--- src/rtl/riscv_pkg.sv ---
// Shared RV32I definitions: ALU operation codes, opcodes, operand selects
// and the decoded bundle passed from decode to execute.
package riscv_pkg;

  localparam int XLEN = 32;

  typedef enum logic [3:0] {
    ALU_ADD  = 4'd0,
    ALU_SUB  = 4'd1,
    ALU_SLT  = 4'd2,
    ALU_SLTU = 4'd3,
    ALU_SGE  = 4'd4,
    ALU_SGEU = 4'd5,
    ALU_AND  = 4'd6,
    ALU_OR   = 4'd7,
    ALU_XOR  = 4'd8,
    ALU_SEQ  = 4'd9,
    ALU_SNE  = 4'd10,
    ALU_SL   = 4'd11,
    ALU_SR   = 4'd12,
    ALU_SRA  = 4'd13
  } alu_op_e;

  typedef enum logic [1:0] {
    OP1_RS1  = 2'd0,
    OP1_PC   = 2'd1,
    OP1_ZERO = 2'd2
  } op1_sel_e;

  typedef enum logic {
    ST_EMPTY = 1'b0,
    ST_FULL  = 1'b1
  } stage_state_e;

  localparam logic [6:0] OPC_OP     = 7'b0110011;
  localparam logic [6:0] OPC_OP_IMM = 7'b0010011;
  localparam logic [6:0] OPC_LOAD   = 7'b0000011;
  localparam logic [6:0] OPC_STORE  = 7'b0100011;
  localparam logic [6:0] OPC_BRANCH = 7'b1100011;
  localparam logic [6:0] OPC_LUI    = 7'b0110111;
  localparam logic [6:0] OPC_AUIPC  = 7'b0010111;
  localparam logic [6:0] OPC_JAL    = 7'b1101111;
  localparam logic [6:0] OPC_JALR   = 7'b1100111;

  typedef struct packed {
    alu_op_e         alu_op;
    op1_sel_e        op1_sel;
    logic            op2_sel;
    logic [XLEN-1:0] imm;
    logic [4:0]      rs1;
    logic [4:0]      rs2;
    logic [4:0]      rd;
    logic            rd_we;
    logic            is_branch;
    logic            is_jump;
    logic            is_load;
    logic            is_store;
    logic            illegal;
  } dec_bundle_t;

  // Register/immediate arithmetic mapping shared by OP and OP-IMM.
  function automatic alu_op_e op_alu(input logic [2:0] funct3);
    alu_op_e op;
    case (funct3)
      3'b000:  op = ALU_ADD;
      3'b001:  op = ALU_SL;
      3'b010:  op = ALU_SLT;
      3'b011:  op = ALU_SLTU;
      3'b100:  op = ALU_XOR;
      3'b101:  op = ALU_SR;
      3'b110:  op = ALU_OR;
      3'b111:  op = ALU_AND;
      default: op = ALU_ADD;
    endcase
    return op;
  endfunction

endpackage

--- src/rtl/decode_stage_if.sv ---
// Fetch-side and execute-side handshake bundle of the decode stage.
interface decode_stage_if;
  import riscv_pkg::*;

  logic            in_valid;
  logic            in_ready;
  logic [31:0]     in_instr;
  logic [XLEN-1:0] in_pc;

  logic            out_valid;
  logic            out_ready;
  logic [XLEN-1:0] out_pc;
  logic [3:0]      out_alu_op;
  logic [1:0]      out_op1_sel;
  logic            out_op2_sel;
  logic [XLEN-1:0] out_imm;
  logic [4:0]      out_rs1;
  logic [4:0]      out_rs2;
  logic [4:0]      out_rd;
  logic            out_rd_we;
  logic            out_is_branch;
  logic            out_is_jump;
  logic            out_is_load;
  logic            out_is_store;
  logic            out_illegal;

  modport slave (
    input  in_valid, in_instr, in_pc, out_ready,
    output in_ready, out_valid, out_pc, out_alu_op, out_op1_sel, out_op2_sel,
           out_imm, out_rs1, out_rs2, out_rd, out_rd_we, out_is_branch,
           out_is_jump, out_is_load, out_is_store, out_illegal
  );

  modport master (
    output in_valid, in_instr, in_pc, out_ready,
    input  in_ready, out_valid, out_pc, out_alu_op, out_op1_sel, out_op2_sel,
           out_imm, out_rs1, out_rs2, out_rd, out_rd_we, out_is_branch,
           out_is_jump, out_is_load, out_is_store, out_illegal
  );

endinterface

--- src/rtl/decode_stage_decoder.sv ---
// Purely combinational RV32I instruction-to-bundle mapping.
module rv32i_decoder
  import riscv_pkg::*;
(
  input  logic [31:0] instr_i,
  output dec_bundle_t bundle_o
);

  logic [6:0]      opcode;
  logic [6:0]      funct7;
  logic [2:0]      funct3;
  logic [XLEN-1:0] imm_i;
  logic [XLEN-1:0] imm_s;
  logic [XLEN-1:0] imm_b;
  logic [XLEN-1:0] imm_u;
  logic [XLEN-1:0] imm_j;
  logic            legal;
  dec_bundle_t     dec;

  assign opcode = instr_i[6:0];
  assign funct3 = instr_i[14:12];
  assign funct7 = instr_i[31:25];

  assign imm_i = {{20{instr_i[31]}}, instr_i[31:20]};
  assign imm_s = {{20{instr_i[31]}}, instr_i[31:25], instr_i[11:7]};
  assign imm_b = {{19{instr_i[31]}}, instr_i[31], instr_i[7], instr_i[30:25], instr_i[11:8], 1'b0};
  assign imm_u = {instr_i[31:12], 12'h000};
  assign imm_j = {{11{instr_i[31]}}, instr_i[31], instr_i[19:12], instr_i[20], instr_i[30:21], 1'b0};

  // Opcode/funct decode; anything unrecognised collapses to a harmless ADD.
  always_comb begin
    dec     = '0;
    dec.rs1 = instr_i[19:15];
    dec.rs2 = instr_i[24:20];
    dec.rd  = instr_i[11:7];
    legal   = 1'b1;
    case (opcode)
      OPC_OP: begin
        dec.rd_we = 1'b1;
        if (funct7 == 7'b0000000) begin
          dec.alu_op = op_alu(funct3);
        end else if (funct7 == 7'b0100000 && funct3 == 3'b000) begin
          dec.alu_op = ALU_SUB;
        end else if (funct7 == 7'b0100000 && funct3 == 3'b101) begin
          dec.alu_op = ALU_SRA;
        end else begin
          legal = 1'b0;
        end
      end
      OPC_OP_IMM: begin
        dec.alu_op  = op_alu(funct3);
        dec.op2_sel = 1'b1;
        dec.imm     = imm_i;
        dec.rd_we   = 1'b1;
        case (funct3)
          3'b001: legal = (funct7 == 7'b0000000);
          3'b101: begin
            if (funct7 == 7'b0100000) begin
              dec.alu_op = ALU_SRA;
            end else begin
              legal = (funct7 == 7'b0000000);
            end
          end
          default: legal = 1'b1;
        endcase
      end
      OPC_LOAD: begin
        dec.op2_sel = 1'b1;
        dec.imm     = imm_i;
        dec.rd_we   = 1'b1;
        dec.is_load = 1'b1;
      end
      OPC_STORE: begin
        dec.op2_sel  = 1'b1;
        dec.imm      = imm_s;
        dec.is_store = 1'b1;
      end
      OPC_BRANCH: begin
        dec.imm       = imm_b;
        dec.is_branch = 1'b1;
        case (funct3)
          3'b000:  dec.alu_op = ALU_SEQ;
          3'b001:  dec.alu_op = ALU_SNE;
          3'b100:  dec.alu_op = ALU_SLT;
          3'b101:  dec.alu_op = ALU_SGE;
          3'b110:  dec.alu_op = ALU_SLTU;
          3'b111:  dec.alu_op = ALU_SGEU;
          default: legal = 1'b0;
        endcase
      end
      OPC_LUI: begin
        dec.op1_sel = OP1_ZERO;
        dec.op2_sel = 1'b1;
        dec.imm     = imm_u;
        dec.rd_we   = 1'b1;
      end
      OPC_AUIPC: begin
        dec.op1_sel = OP1_PC;
        dec.op2_sel = 1'b1;
        dec.imm     = imm_u;
        dec.rd_we   = 1'b1;
      end
      OPC_JAL: begin
        dec.op1_sel = OP1_PC;
        dec.op2_sel = 1'b1;
        dec.imm     = imm_j;
        dec.rd_we   = 1'b1;
        dec.is_jump = 1'b1;
      end
      OPC_JALR: begin
        dec.op2_sel = 1'b1;
        dec.imm     = imm_i;
        dec.rd_we   = 1'b1;
        dec.is_jump = 1'b1;
        legal       = (funct3 == 3'b000);
      end
      default: legal = 1'b0;
    endcase

    if (!legal) begin
      dec.alu_op    = ALU_ADD;
      dec.rd_we     = 1'b0;
      dec.is_branch = 1'b0;
      dec.is_jump   = 1'b0;
      dec.is_load   = 1'b0;
      dec.is_store  = 1'b0;
      dec.illegal   = 1'b1;
    end else begin
      dec.illegal   = 1'b0;
    end
    // Writes to x0 are architecturally discarded.
    dec.rd_we = dec.rd_we & (instr_i[11:7] != 5'd0);
  end

  assign bundle_o = dec;

endmodule

--- src/rtl/decode_stage.sv ---
// RV32I decode stage: combinational decode followed by a single output
// register with valid/ready handshakes on both sides and flush support.
module decode_stage
  import riscv_pkg::*;
(
  input  logic           clk,
  input  logic           rst_n,
  input  logic           flush,
  decode_stage_if.slave  bus
);

  stage_state_e    state_q, state_d;
  dec_bundle_t     bundle_q, bundle_d;
  logic [XLEN-1:0] pc_q, pc_d;
  dec_bundle_t     dec_bundle;
  logic            accept;

  rv32i_decoder u_decoder (
    .instr_i  (bus.in_instr),
    .bundle_o (dec_bundle)
  );

  assign bus.in_ready = !flush && ((state_q == ST_EMPTY) || bus.out_ready);
  assign accept       = bus.in_valid && bus.in_ready;

  // Output register state and payload.
  always_ff @(posedge clk or negedge rst_n) begin
    if (!rst_n) begin
      state_q  <= ST_EMPTY;
      bundle_q <= '0;
      pc_q     <= '0;
    end else begin
      state_q  <= state_d;
      bundle_q <= bundle_d;
      pc_q     <= pc_d;
    end
  end

  // Next state: flush wins, then a new beat, then draining to execute.
  always_comb begin
    state_d  = state_q;
    bundle_d = bundle_q;
    pc_d     = pc_q;
    if (flush) begin
      state_d = ST_EMPTY;
    end else if (accept) begin
      state_d  = ST_FULL;
      bundle_d = dec_bundle;
      pc_d     = bus.in_pc;
    end else if (state_q == ST_FULL && bus.out_ready) begin
      state_d = ST_EMPTY;
    end else begin
      state_d = state_q;
    end
  end

  assign bus.out_valid     = (state_q == ST_FULL);
  assign bus.out_pc        = pc_q;
  assign bus.out_alu_op    = bundle_q.alu_op;
  assign bus.out_op1_sel   = bundle_q.op1_sel;
  assign bus.out_op2_sel   = bundle_q.op2_sel;
  assign bus.out_imm       = bundle_q.imm;
  assign bus.out_rs1       = bundle_q.rs1;
  assign bus.out_rs2       = bundle_q.rs2;
  assign bus.out_rd        = bundle_q.rd;
  assign bus.out_rd_we     = bundle_q.rd_we;
  assign bus.out_is_branch = bundle_q.is_branch;
  assign bus.out_is_jump   = bundle_q.is_jump;
  assign bus.out_is_load   = bundle_q.is_load;
  assign bus.out_is_store  = bundle_q.is_store;
  assign bus.out_illegal   = bundle_q.illegal;

endmodule

--- src/flat_wrapper.sv ---
// flat-port wrapper written by rule: the top's interface ports become plain ports
module decode_stage_flat import riscv_pkg::*;
  (clk, rst_n, flush, bus_in_valid, bus_in_instr, bus_in_pc, bus_out_ready, bus_in_ready, bus_out_valid, bus_out_pc, bus_out_alu_op, bus_out_op1_sel, bus_out_op2_sel, bus_out_imm, bus_out_rs1, bus_out_rs2, bus_out_rd, bus_out_rd_we, bus_out_is_branch, bus_out_is_jump, bus_out_is_load, bus_out_is_store, bus_out_illegal);
  decode_stage_if bus_i ();
  input  logic clk;
  input  logic rst_n;
  input  logic flush;
  input wire logic [$bits(bus_i.in_valid)-1:0] bus_in_valid;
  input wire logic [$bits(bus_i.in_instr)-1:0] bus_in_instr;
  input wire logic [$bits(bus_i.in_pc)-1:0] bus_in_pc;
  input wire logic [$bits(bus_i.out_ready)-1:0] bus_out_ready;
  output wire logic [$bits(bus_i.in_ready)-1:0] bus_in_ready;
  output wire logic [$bits(bus_i.out_valid)-1:0] bus_out_valid;
  output wire logic [$bits(bus_i.out_pc)-1:0] bus_out_pc;
  output wire logic [$bits(bus_i.out_alu_op)-1:0] bus_out_alu_op;
  output wire logic [$bits(bus_i.out_op1_sel)-1:0] bus_out_op1_sel;
  output wire logic [$bits(bus_i.out_op2_sel)-1:0] bus_out_op2_sel;
  output wire logic [$bits(bus_i.out_imm)-1:0] bus_out_imm;
  output wire logic [$bits(bus_i.out_rs1)-1:0] bus_out_rs1;
  output wire logic [$bits(bus_i.out_rs2)-1:0] bus_out_rs2;
  output wire logic [$bits(bus_i.out_rd)-1:0] bus_out_rd;
  output wire logic [$bits(bus_i.out_rd_we)-1:0] bus_out_rd_we;
  output wire logic [$bits(bus_i.out_is_branch)-1:0] bus_out_is_branch;
  output wire logic [$bits(bus_i.out_is_jump)-1:0] bus_out_is_jump;
  output wire logic [$bits(bus_i.out_is_load)-1:0] bus_out_is_load;
  output wire logic [$bits(bus_i.out_is_store)-1:0] bus_out_is_store;
  output wire logic [$bits(bus_i.out_illegal)-1:0] bus_out_illegal;
  assign bus_i.in_valid = bus_in_valid;
  assign bus_i.in_instr = bus_in_instr;
  assign bus_i.in_pc = bus_in_pc;
  assign bus_i.out_ready = bus_out_ready;
  assign bus_in_ready = bus_i.in_ready;
  assign bus_out_valid = bus_i.out_valid;
  assign bus_out_pc = bus_i.out_pc;
  assign bus_out_alu_op = bus_i.out_alu_op;
  assign bus_out_op1_sel = bus_i.out_op1_sel;
  assign bus_out_op2_sel = bus_i.out_op2_sel;
  assign bus_out_imm = bus_i.out_imm;
  assign bus_out_rs1 = bus_i.out_rs1;
  assign bus_out_rs2 = bus_i.out_rs2;
  assign bus_out_rd = bus_i.out_rd;
  assign bus_out_rd_we = bus_i.out_rd_we;
  assign bus_out_is_branch = bus_i.out_is_branch;
  assign bus_out_is_jump = bus_i.out_is_jump;
  assign bus_out_is_load = bus_i.out_is_load;
  assign bus_out_is_store = bus_i.out_is_store;
  assign bus_out_illegal = bus_i.out_illegal;
  decode_stage u_core (.clk(clk), .rst_n(rst_n), .flush(flush), .bus(bus_i));
endmodule
--- config.mk ---
export PLATFORM = sky130hd
export DESIGN_NAME = decode_stage_flat
export DESIGN_NICKNAME = d
export VERILOG_FILES = /design/src/rtl/riscv_pkg.sv /design/src/rtl/decode_stage_if.sv /design/src/rtl/decode_stage_decoder.sv /design/src/rtl/decode_stage.sv /design/src/flat_wrapper.sv
export SDC_FILE = /design/constraint.sdc
export NUM_CORES = 1
export LEC_CHECK = 0
export BUFFER_PORTS_ARGS = -buffer_cell sky130_fd_sc_hd__buf_4
export CORE_ASPECT_RATIO = 0.5
export CORE_UTILIZATION = 55
export CTS_BUF_LIST = sky130_fd_sc_hd__clkbuf_4
export CTS_CLUSTER_DIAMETER = 150
export CTS_CLUSTER_SIZE = 14
export DETAILED_ROUTE_END_ITERATION = 7
export PLACE_DENSITY = 0.84
export RECOVER_POWER = 25
export SLEW_MARGIN = 20
export SYNTH_ARGS = -nofsm -noshare
export SYNTH_HDL_FRONTEND = slang
export SYNTH_SLANG_ARGS = --single-unit
--- constraint.sdc ---
create_clock -name clk -period 3.65 [get_ports clk]
set_input_delay 0 -clock clk [delete_from_list [all_inputs] [get_ports clk]]
set_output_delay 0 -clock clk [all_outputs]
set_load 0.01 [all_outputs]
==> impl_results.md, run 1 <==
- Post-synth EDFFs: 0
- P_sw: 0.6426 mW
- Critical path class: reg -> reg
- Ports: 163
- Setup TNS: 0 ns
- Syn Nets: 442
- Fmax: 355.8 MHz
- Filler cells: 420
- WP buf/inv: 1
- Starting Density: just under 60%
- # setup viols final: 0
- Routed len/inst: 18.92 um
- DR pass1 iterations: 5
- Row count: 22
- Seq pwr share: between 50% and 60%
- CP startpoint kind: flip-flop
- #FFs+latches synth: 93
- Routed Antenna Nets: 0
- Global route total overflow: 0
- Fin crit share: 77.00%
- Largest net degree at the start of global routing: 75
- Fin. Hold Viols: 0
- Hold-fix buffer count after cts: 64
- P per Cell Area: 361.2 nW/um^2
- Worst setup margin: 0.8396 ns
- Initial antenna violation count: 0
- Nets: around 660
- Clock buffer count from CTS: 9
- H-tree depth: 3
- Gp weighted congestion: 0.9138
- DRC: 0
- Average cell area after synthesis: 11.50 um^2
- Post-CTS Resized: 0
- Worst Clk Skew: 0.01145 ns
- Worst-Margin Slew: ~1.7 ns
- Die area: 8177 um^2
- Clk Latency, worst-skew pair: 0.44 ns
- Cell family with most CP delay: simple AND/OR/NAND/NOR gates
- Crit-path cells: nor2b_1, or3b_4, or3_1, o41ai_2, dlygate4sd3_1
- Reg area: 2327 um^2
- Area after DPL: around 5500 um^2
- Via count: 3896
- Asr flop ratio synth: 100.0%
- CTS clk-pin slew, worst paths: around 0.13 ns
- Vias in the first global route: 3950
- Slew Viols, Final: 70
- VDD IR max: 225.9 uV
- I/O Buffers: 162
- Initial DRC count: ~330
- Status: finished, violations left
- Comb pwr share: 23.7%
- Cell count after synthesis: around 370
- Synth warn: 0
- DIE WIDTH: 126.9 um
- Wire length of the first global-routing pass: 20810 um
- Core Footprint: about 7400 um^2
- Failing checks: max-capacitance violations, max-slew violations
- Max_cap viols: 1
- Worst Path Required: 4.02 ns
- Pint: between 1.5 and 2 mW
- CP max stage cell: or3b_4
- Die height: about 64 um
- CP max FO: 74
- Clock sink total: 93
- Sequential share of the synthesized area: 54.26%
- Min Clock Period, post-route: 2.810 ns
- RSZ-0062 raised after global routing: no
- HP Class: in -> reg
- Dpl ws: 1.312 ns
- P_leak: between 2 and 3 nW
- Total GRT Usage: 33.56%
- Critical path endpoint category: flip-flop
- Area Overhead vs Synth: 46.53%
- Main synth FF type: dfrtp_1
- Worst Path Arrival: 3.18 ns
- Switch share: 28.31%
- Slew HR: -12.11%
- TritonCTS clock tree: built
- Share of layout cells above drive strength 1: between 40% and 50%
- Worst stage delay on the critical path: 0.71 ns
- DP Wirelength: 7564 um
- Synth cell types: 60
- Post-CTS Setup Inserts: 0
- Synth Cell Area: approximately 4300 um^2
- Root buf cell: clkbuf_4
- Clock power share: about a quarter
- Total Wirelength: ~13000 um
- Multi-input logic area: 1813 um^2
- Antenna cells: 0
- Clk buf depth: 2
- Vias/cell: 5.663
- Final instance area: approximately 6300 um^2
## worst paths after layout
path / start / endpoint / slack (ns) / depth (start not counted)
min: bus_in_instr[0] / u_core.bus.out_op1_sel[0]$_DFFE_PN0P_ / 0.03 / 3
max in group asynchronous: rst_n / u_core.bus.out_illegal$_DFFE_PN0P_ / 1.91 / 3
max: u_core.bus.out_valid$_DFFE_PN0P_ / u_core.bus.out_alu_op[2]$_DFFE_PN0P_ / 0.84 / 5
min in group asynchronous: rst_n / u_core.bus.out_pc[23]$_DFFE_PN0P_ / 0.58 / 2
min reg2reg: u_core.bus.out_rd_we$_DFFE_PN0P_ / u_core.bus.out_rd_we$_DFFE_PN0P_ / 0.50 / 2
max reg2reg: u_core.bus.out_valid$_DFFE_PN0P_ / u_core.bus.out_alu_op[2]$_DFFE_PN0P_ / 0.84 / 5
## sequential cells by signal (all words and copies together) (netlist names)
register	count
u_core.bus.out_alu_op	4
u_core.bus.out_rs1	5
u_core.bus.out_illegal	1
u_core.bus.out_op2_sel	1
u_core.bus.out_rs2	5
u_core.bus.out_is_store	1
u_core.bus.out_imm	32
u_core.bus.out_rd_we	1
u_core.bus.out_is_load	1
u_core.bus.out_pc	32
u_core.bus.out_valid	1
u_core.bus.out_is_jump	1
u_core.bus.out_rd	5
u_core.bus.out_op1_sel	2
u_core.bus.out_is_branch	1
## placed cells by master (no fill, tap or decap), types with 3 or more instances in the layout
cell type / instances
buf_4: 162
dfrtp_1: 93
dlygate4sd3_1: 64
mux2_2: 48
nand2_1: 45
o21ai_0: 23
nor2_1: 19
a21oi_1: 16
a22o_1: 15
clkbuf_4: 9
inv_1: 7
o21ai_1: 7
o31ai_1: 7
nor3_1: 6
o21ai_2: 5
nor2b_1: 4
a22oi_1: 4
or3_1: 3
clkinvlp_4: 3
## per-stage QoR
step	std cells	hold slack [ns]	util (%)	power [mW]
finish	688	0.02659	84.56	2.270
global route	688	0.01755	84.56	2.363
CTS	688	0.004460	84.70	2.255
detailed placement	610	0.1574	74.34	1.664
global placement	610	0.1609	74.34	1.648
floorplan	373	-0.2956	-	1.394
## power groups by stage
stage | combinational [mW] | clock (mW) | sequential, mW
6_report | 0.538 | 0.550 | 1.18
5_1_grt | 0.574 | 0.598 | 1.19
4_1_cts | 0.526 | 0.556 | 1.17
3_5_place_dp | 0.471 | 0 | 1.19
3_3_place_gp | 0.459 | 0 | 1.19
2_1_floorplan | 0.159 | 0 | 1.23
## layout make-up
class	count	area share, %
Clock inverter	5	0.9755
Timing Repair Buffer	229	29.74
Inverter	7	0.4181
Tap cell	96	1.911
Clock buffer	9	1.075
Multi-Input combinational cell	249	28.85
Sequential cell	93	37.03
## worst register-to-register path: cells and delay by family, from the launching register on
kind / cells / cell delay [ns]
AO/OA/AOI/OAI: 1 / 0.32
buffers and inverters: 1 / 0.60
AND/OR/NAND/NOR: 3 / 1.44
flip-flops: 1 / 0.40
## layer usage
metal	wire length [um]	part of all wire, %	GRT usage [%]
met5	0	0	0
met4	252	1.9	10.12
met3	975	7.5	7.762
met2	6435	49	57.35
met1	5354	41	43.34
## synthesized netlist by cell type, types with 2 or more instances
cell type / count / share of area (%)
dfrtp_1: 93 / 54
mux2_2: 48 / 13
nand2_1: 45 / 3.9
o21ai_0: 23 / 2.7
nor2_1: 19 / 1.7
a21oi_1: 16 / 1.9
a22o_1: 15 / 3.1
clkbuf_1: 11 / 0.96
inv_1: 7 / 0.61
o21ai_1: 7 / 0.82
o31ai_1: 7 / 1.2
buf_2: 6 / 0.70
nor3_1: 6 / 0.70
o21ai_2: 5 / 1.0
a22oi_1: 4 / 0.70
nor2b_1: 4 / 0.58
buf_4: 3 / 0.53
or3_1: 3 / 0.44
a2111oi_0: 2 / 0.41
a211oi_1: 2 / 0.35
a221oi_1: 2 / 0.41
and3b_1: 2 / 0.41
buf_6: 2 / 0.53
nand2b_1: 2 / 0.29
nand4_1: 2 / 0.29
nor4_1: 2 / 0.29
o41ai_1: 2 / 0.41
## cells by family (layout without fill, tap and decap cells)
logic type | count (synthesis) | count (layout) | share of synthesized area [%]
AO/OA/AOI/OAI | 101 | 101 | 16.89
buffers and inverters | 31 | 250 | 3.530
flip-flops | 93 | 93 | 54.26
multiplexers | 48 | 48 | 12.60
AND/OR/NAND/NOR | 100 | 100 | 12.72
Power figures use the tool's default switching activity.
==> inputs of run 2 (changes only) <==
- CORE_UTILIZATION: 55 -> 46
- PLACE_DENSITY: 0.84 -> 0.75
- clock period: 3.65 -> 2.4 ns (I/O delays scaled with it)
==> impl_results.md, run 2 (synthesis results as in run 1) <==
- Status: finished, violations left
- Failing checks: design-rule violations
- Most common cell after layout, fill and taps aside: buf_4
- P_leak: 2.996 nW
- Vias/cell: 5.322
- Clk buf depth: 2
- Global route total overflow: 0
- Wire length of the first global-routing pass: just under 20000 um
- Largest net degree at the start of global routing: 56
- HP Class: in -> reg
- Worst setup margin: 0.3285 ns
- Core Footprint: roughly 9000 um^2
- Final instance area: 6376 um^2
- GRT met2 Usage: 42.98%
- Routed Antenna Nets: 0
- Nets: about 670
- Final core occ: a little under three quarters
- Total Wirelength: 12070 um
- Min Clock Period, post-route: about 2.1 ns
- DP Wirelength: between 7000 and 8000 um
- Row count: 24
- Antenna cells: 0
- Gp weighted congestion: 0.8935
- Dpl ws: roughly 0.35 ns
- Total GRT Usage: 25.87%
- DIE WIDTH: 138.6 um
- Fmax: between 400 and 500 MHz
- Cells on worst reg2reg path: 4
- Clock buffer count from CTS: 9
- TritonCTS clock tree: built
- Worst Path Required: 2.76 ns
- Critical path class: reg -> reg
- Gr busiest metal: met2
- Clk Latency, worst-skew pair: 0.47 ns
- Worst Path Arrival: 2.43 ns
- CP max FO: 55
- I/O Buffers: 162
- Global-route met1 utilization: 33.23%
- Area after DPL: 5594 um^2
- P per Cell Area: 526.9 nW/um^2
- Ports: 163
- Filler cells: approximately 650
- Overall Power: approximately 3.4 mW
- Worst Clk Skew: 0.01618 ns
- Final Non-Filler Cells: about 700
- Die height: 70.28 um
- Worst stage delay on the critical path: 0.60 ns
- Reg area: 2327 um^2
- Via count: 3821
- Setup TNS: 0 ns
- Crit-path cells: nor2b_1, or3b_4, buf_4, mux2_2
- Initial DRC count: between 200 and 300
- CP startpoint kind: flip-flop
- Root buf cell: clkbuf_4
- Worst hold path cell count: 3
- GRT met3 Usage: 7.202%
- Share of layout cells above drive strength 1: between 40% and 50%
- CP max stage cell: buf_4
- Initial antenna violation count: 0
- DR pass1 iterations: 6
- Vias in the first global route: 3662
- H-tree depth: 3
- Post-Place Cells: 635
- Critical path endpoint category: flip-flop
- DRC: 21
- RSZ-0062 raised after global routing: no
- Fin. Hold Viols: 0
- Area Overhead vs Synth: 48.66%
- Starting Density: 48.25%
- Slew Viols, Final: 0
- Fin Hold WS: 0.01553 ns
- # setup viols final: 0
- Fin crit share: around 86%
- Commonest cells after routing, fill and taps aside: buf_4, dfrtp_1, dlygate4sd3_1, mux2_2, nand2_1
- Routed len/inst: 16.81 um
- CTS clk-pin slew, worst paths: 0.14 ns
- Post-CTS Setup Inserts: 0
- Clock sink total: 93
- Max_cap viols: 0
- Slew HR: 12.26%
- Multi-input logic area: 1813 um^2
- Die area: between 9000 and 10000 um^2
- VDD IR max: 205.9 uV
- Worst-Margin Slew: around 1.3 ns
==> run 2: cell count changes in the layout (fill, tap and decap cells not counted), moves of 2 or more <==
cell,delta
buf_4,+5
clkbuf_1,-2
clkinv_2,+2
clkinvlp_4,-2
dlygate4sd3_1,+3
==> run 2: what timing repair did <==
item,4_1_cts,5_1_grt
gates resized for setup,0,0
hold buffers,67,0
endpoints found under the hold margin,135,0
==> run 2: worst max-delay path, delay by kind of cell (launching register included) <==
kind	cells	cell delay [ns]
AND/OR/NAND/NOR	2	0.55
multiplexers	1	0.42
flip-flops	1	0.37
buffers and inverters	1	0.60
==> run 2: layer usage <==
layer  share of wire [%]  routed length, um  vias to the layer above
li1                    -                  -                     1806
met1                  42               5109                     1855
met2                  50               5983                      137
met3                 6.3                762                       23
met4                 1.8                215                        0
met5                   0                  0                        -
==> run 2: where the power goes <==
| part | switching [mW] | internal (mW) |
|---|---|---|
| Clock | 0.534 | 0.223 |
| Combinational | 0.355 | 0.463 |
| Sequential | 0.0759 | 1.71 |
| Total | 0.964 | 2.40 |
==> run 2: area by class of cell <==
class                      count  area share, %
sequential                    93          36.50
timing repair buffer         236          30.57
multi-input combinational    249          28.43
tap                          117          2.296
clock buffer                  10          1.177
clock inverter                 6         0.6083
inverter                       7         0.4121
==> run 2: path summary, 6_finish.rpt <==
path | endpoint | from | slack (ns)
worst max-delay path | u_core.bus.out_pc[8]$_DFFE_PN0P_ | u_core.bus.out_valid$_DFFE_PN0P_ | 0.33
max in group asynchronous | u_core.bus.out_imm[15]$_DFFE_PN0P_ | rst_n | 1.18
min in group asynchronous | u_core.bus.out_is_jump$_DFFE_PN0P_ | rst_n | 0.35
worst min-delay path | u_core.bus.out_is_branch$_DFFE_PN0P_ | bus_in_instr[13] | 0.02
worst max register to register | u_core.bus.out_pc[8]$_DFFE_PN0P_ | u_core.bus.out_valid$_DFFE_PN0P_ | 0.33
worst min register to register | u_core.bus.out_is_branch$_DFFE_PN0P_ | u_core.bus.out_is_branch$_DFFE_PN0P_ | 0.50
==> inputs of run 3 (changes only) <==
- CELL_PAD_IN_SITES_DETAIL_PLACEMENT: default -> 0
- CELL_PAD_IN_SITES_GLOBAL_PLACEMENT: default -> 1
- CORE_UTILIZATION: 46 -> 35
==> impl_results.md, run 3 (synthesis results as in run 1) <==
- Status: finished, violations left
- Failing checks: design-rule violations
- Critical path endpoint category: flip-flop
- Cell family with most CP delay: compound AO/OA/AOI/OAI gates
- Ports: 163
- Routed Antenna Nets: 0
- Die area: 12730 um^2
- Min Clock Period, post-route: 2.040 ns
- Root buf cell: clkbuf_4
- CTS clk-pin slew, worst paths: 0.15 ns
- Cells on worst reg2reg path: 4
- Critical path class: in -> reg
- Largest net degree at the start of global routing: 52
- Total GRT Usage: 19.46%
- Die height: 80.28 um
- Routed len/inst: 15.61 um
- Most common cell after layout, fill and taps aside: buf_4
- Core Footprint: approximately 12000 um^2
- Worst path depth: 7
- DRC: 1
- DP Wirelength: between 8000 and 9000 um
- Vias/cell: 4.865
- Share of layout cells above drive strength 1: 42.33%
- Worst-Margin Slew: 1.087 ns
- Clock buffer count from CTS: 9
- Filler cells: 1072
- DR pass1 iterations: 6
- Nets: 664
- Worst hold path cell count: 4
- Hold-fix buffer count after cts: 66
- # setup viols final: 0
- Starting Density: 36.11%
- RSZ-0062 raised after global routing: no
- Worst Clk Skew: 0.01106 ns
- Antenna cells: 0
- P per Cell Area: around 540 nW/um^2
- Via count: 3722
- TritonCTS clock tree: built
- Final Non-Filler Cells: 765
- Post-CTS Setup Inserts: 0
- Setup TNS: 0 ns
- Area Overhead vs Synth: 50.73%
- CP max stage cell: o32ai_2
- Worst Path Required: ~2.8 ns
- Max_cap viols: 0
- Crit-path cells: dlygate4sd3_1, buf_4, nand4bb_1, o32ai_2, o21a_1, a21oi_1, o21ai_0
- DIE WIDTH: 158.6 um
- Slew HR: 27.56%
- Clk buf depth: 2
- Slew Viols, Final: 0
- Row count: 28
- Worst stage delay on the critical path: 0.62 ns
- Global route total overflow: 0
- CP max FO: 11
- Initial DRC count: 151
- Commonest cells after routing, fill and taps aside: buf_4, dfrtp_1, dlygate4sd3_1, mux2_2, nand2_1
- Post-CTS Resized: 0
- Clock sink total: 93
- Clk Latency, worst-skew pair: about 0.46 ns
- Total Wirelength: between 10000 and 15000 um
- Gp weighted congestion: 0.8268
- Fin. Hold Viols: 0
- Initial antenna violation count: 0
- CP startpoint kind: input port
- P_leak: 3.004 nW
- Fin crit share: a little under nine tenths
- VDD IR max: about 210 uV
- Worst Path Arrival: 2.44 ns
- I/O Buffers: 162
- H-tree depth: 3
- Wire length of the first global-routing pass: ~19000 um
- Post-Place Cells: about 680
- HP Class: in -> reg
- WP buf/inv: 2
- Vias in the first global route: 3586
- Fmax: approximately 490 MHz
run 3: cell count changes in the layout (fill, tap and decap cells not counted):
cell,change
dlygate4sd3_1,-1
clkbuf_4,-1
inv_6,+1
buf_12,+1
buf_4,-1
bufinv_16,+1
clkinv_2,-1
run 3: worst reg2reg max path: cells and delay by family, from the launching register on:
family           cells  cell delay (ns)
AO/OA/AOI/OAI        1             0.28
AND/OR/NAND/NOR      3             1.16
flip-flops           1             0.40
run 3: through the flow:
stage | util [%] | area, um^2 | total power [mW] | worst slack [ns] | hold WS, ns
floorplan | - | 4289 | 2.119 | 0.5952 | -0.2956
global placement | 47.71 | 5667 | 2.530 | 0.5223 | 0.02854
detailed placement | 47.71 | 5667 | 2.541 | 0.4808 | 0.03259
CTS | 54.46 | 6467 | 3.506 | 0.4209 | 0.02737
global route | 54.44 | 6465 | 3.654 | 0.2014 | 0.03276
finish | 54.44 | 6465 | 3.466 | 0.3596 | 0.04689
run 3: worst paths after layout:
path / start / endpoint / slack (ns)
min: bus_in_instr[13] / u_core.bus.out_alu_op[3]$_DFFE_PN0P_ / 0.05
max in group asynchronous: rst_n / u_core.bus.out_imm[0]$_DFFE_PN0P_ / 1.30
max reg2reg: u_core.bus.out_valid$_DFFE_PN0P_ / u_core.bus.out_alu_op[2]$_DFFE_PN0P_ / 0.47
min in group asynchronous: rst_n / u_core.bus.out_pc[16]$_DFFE_PN0P_ / 0.26
max: bus_in_instr[3] / u_core.bus.out_imm[21]$_DFFE_PN0P_ / 0.36
min reg2reg: u_core.bus.out_imm[26]$_DFFE_PN0P_ / u_core.bus.out_imm[26]$_DFFE_PN0P_ / 0.50
run 3: metal layers:
metal	track usage (%)	routed length [um]	vias to the layer above	part of all wire, %
met5	0	0	-	0
met2	32.72	5933	93	50
met3	4.587	583	13	4.9
met1	25.34	5292	1813	44
li1	-	-	1803	-
met4	4.519	130	0	1.1
run 3: report_power, final:
group          switching (mW)  leakage (nW)  internal, mW  total (mW)
logic                   0.349          1.74         0.466       0.815
clock network           0.551        0.0743         0.322       0.873
registers              0.0697          1.19          1.71        1.78
total                   0.970          3.00          2.50        3.47
run 3: area by class of cell:
cell class / instances / area, um^2 / area share, %
flip-flops and latches: 93 / 2327 / 36.00
repair buffers: 235 / 1952 / 30.19
multi-input cells: 249 / 1813 / 28.04
well taps: 165 / 206.4 / 3.193
clock inverters: 7 / 72.57 / 1.123
clock buffers: 9 / 67.56 / 1.045
inverters: 7 / 26.28 / 0.4064
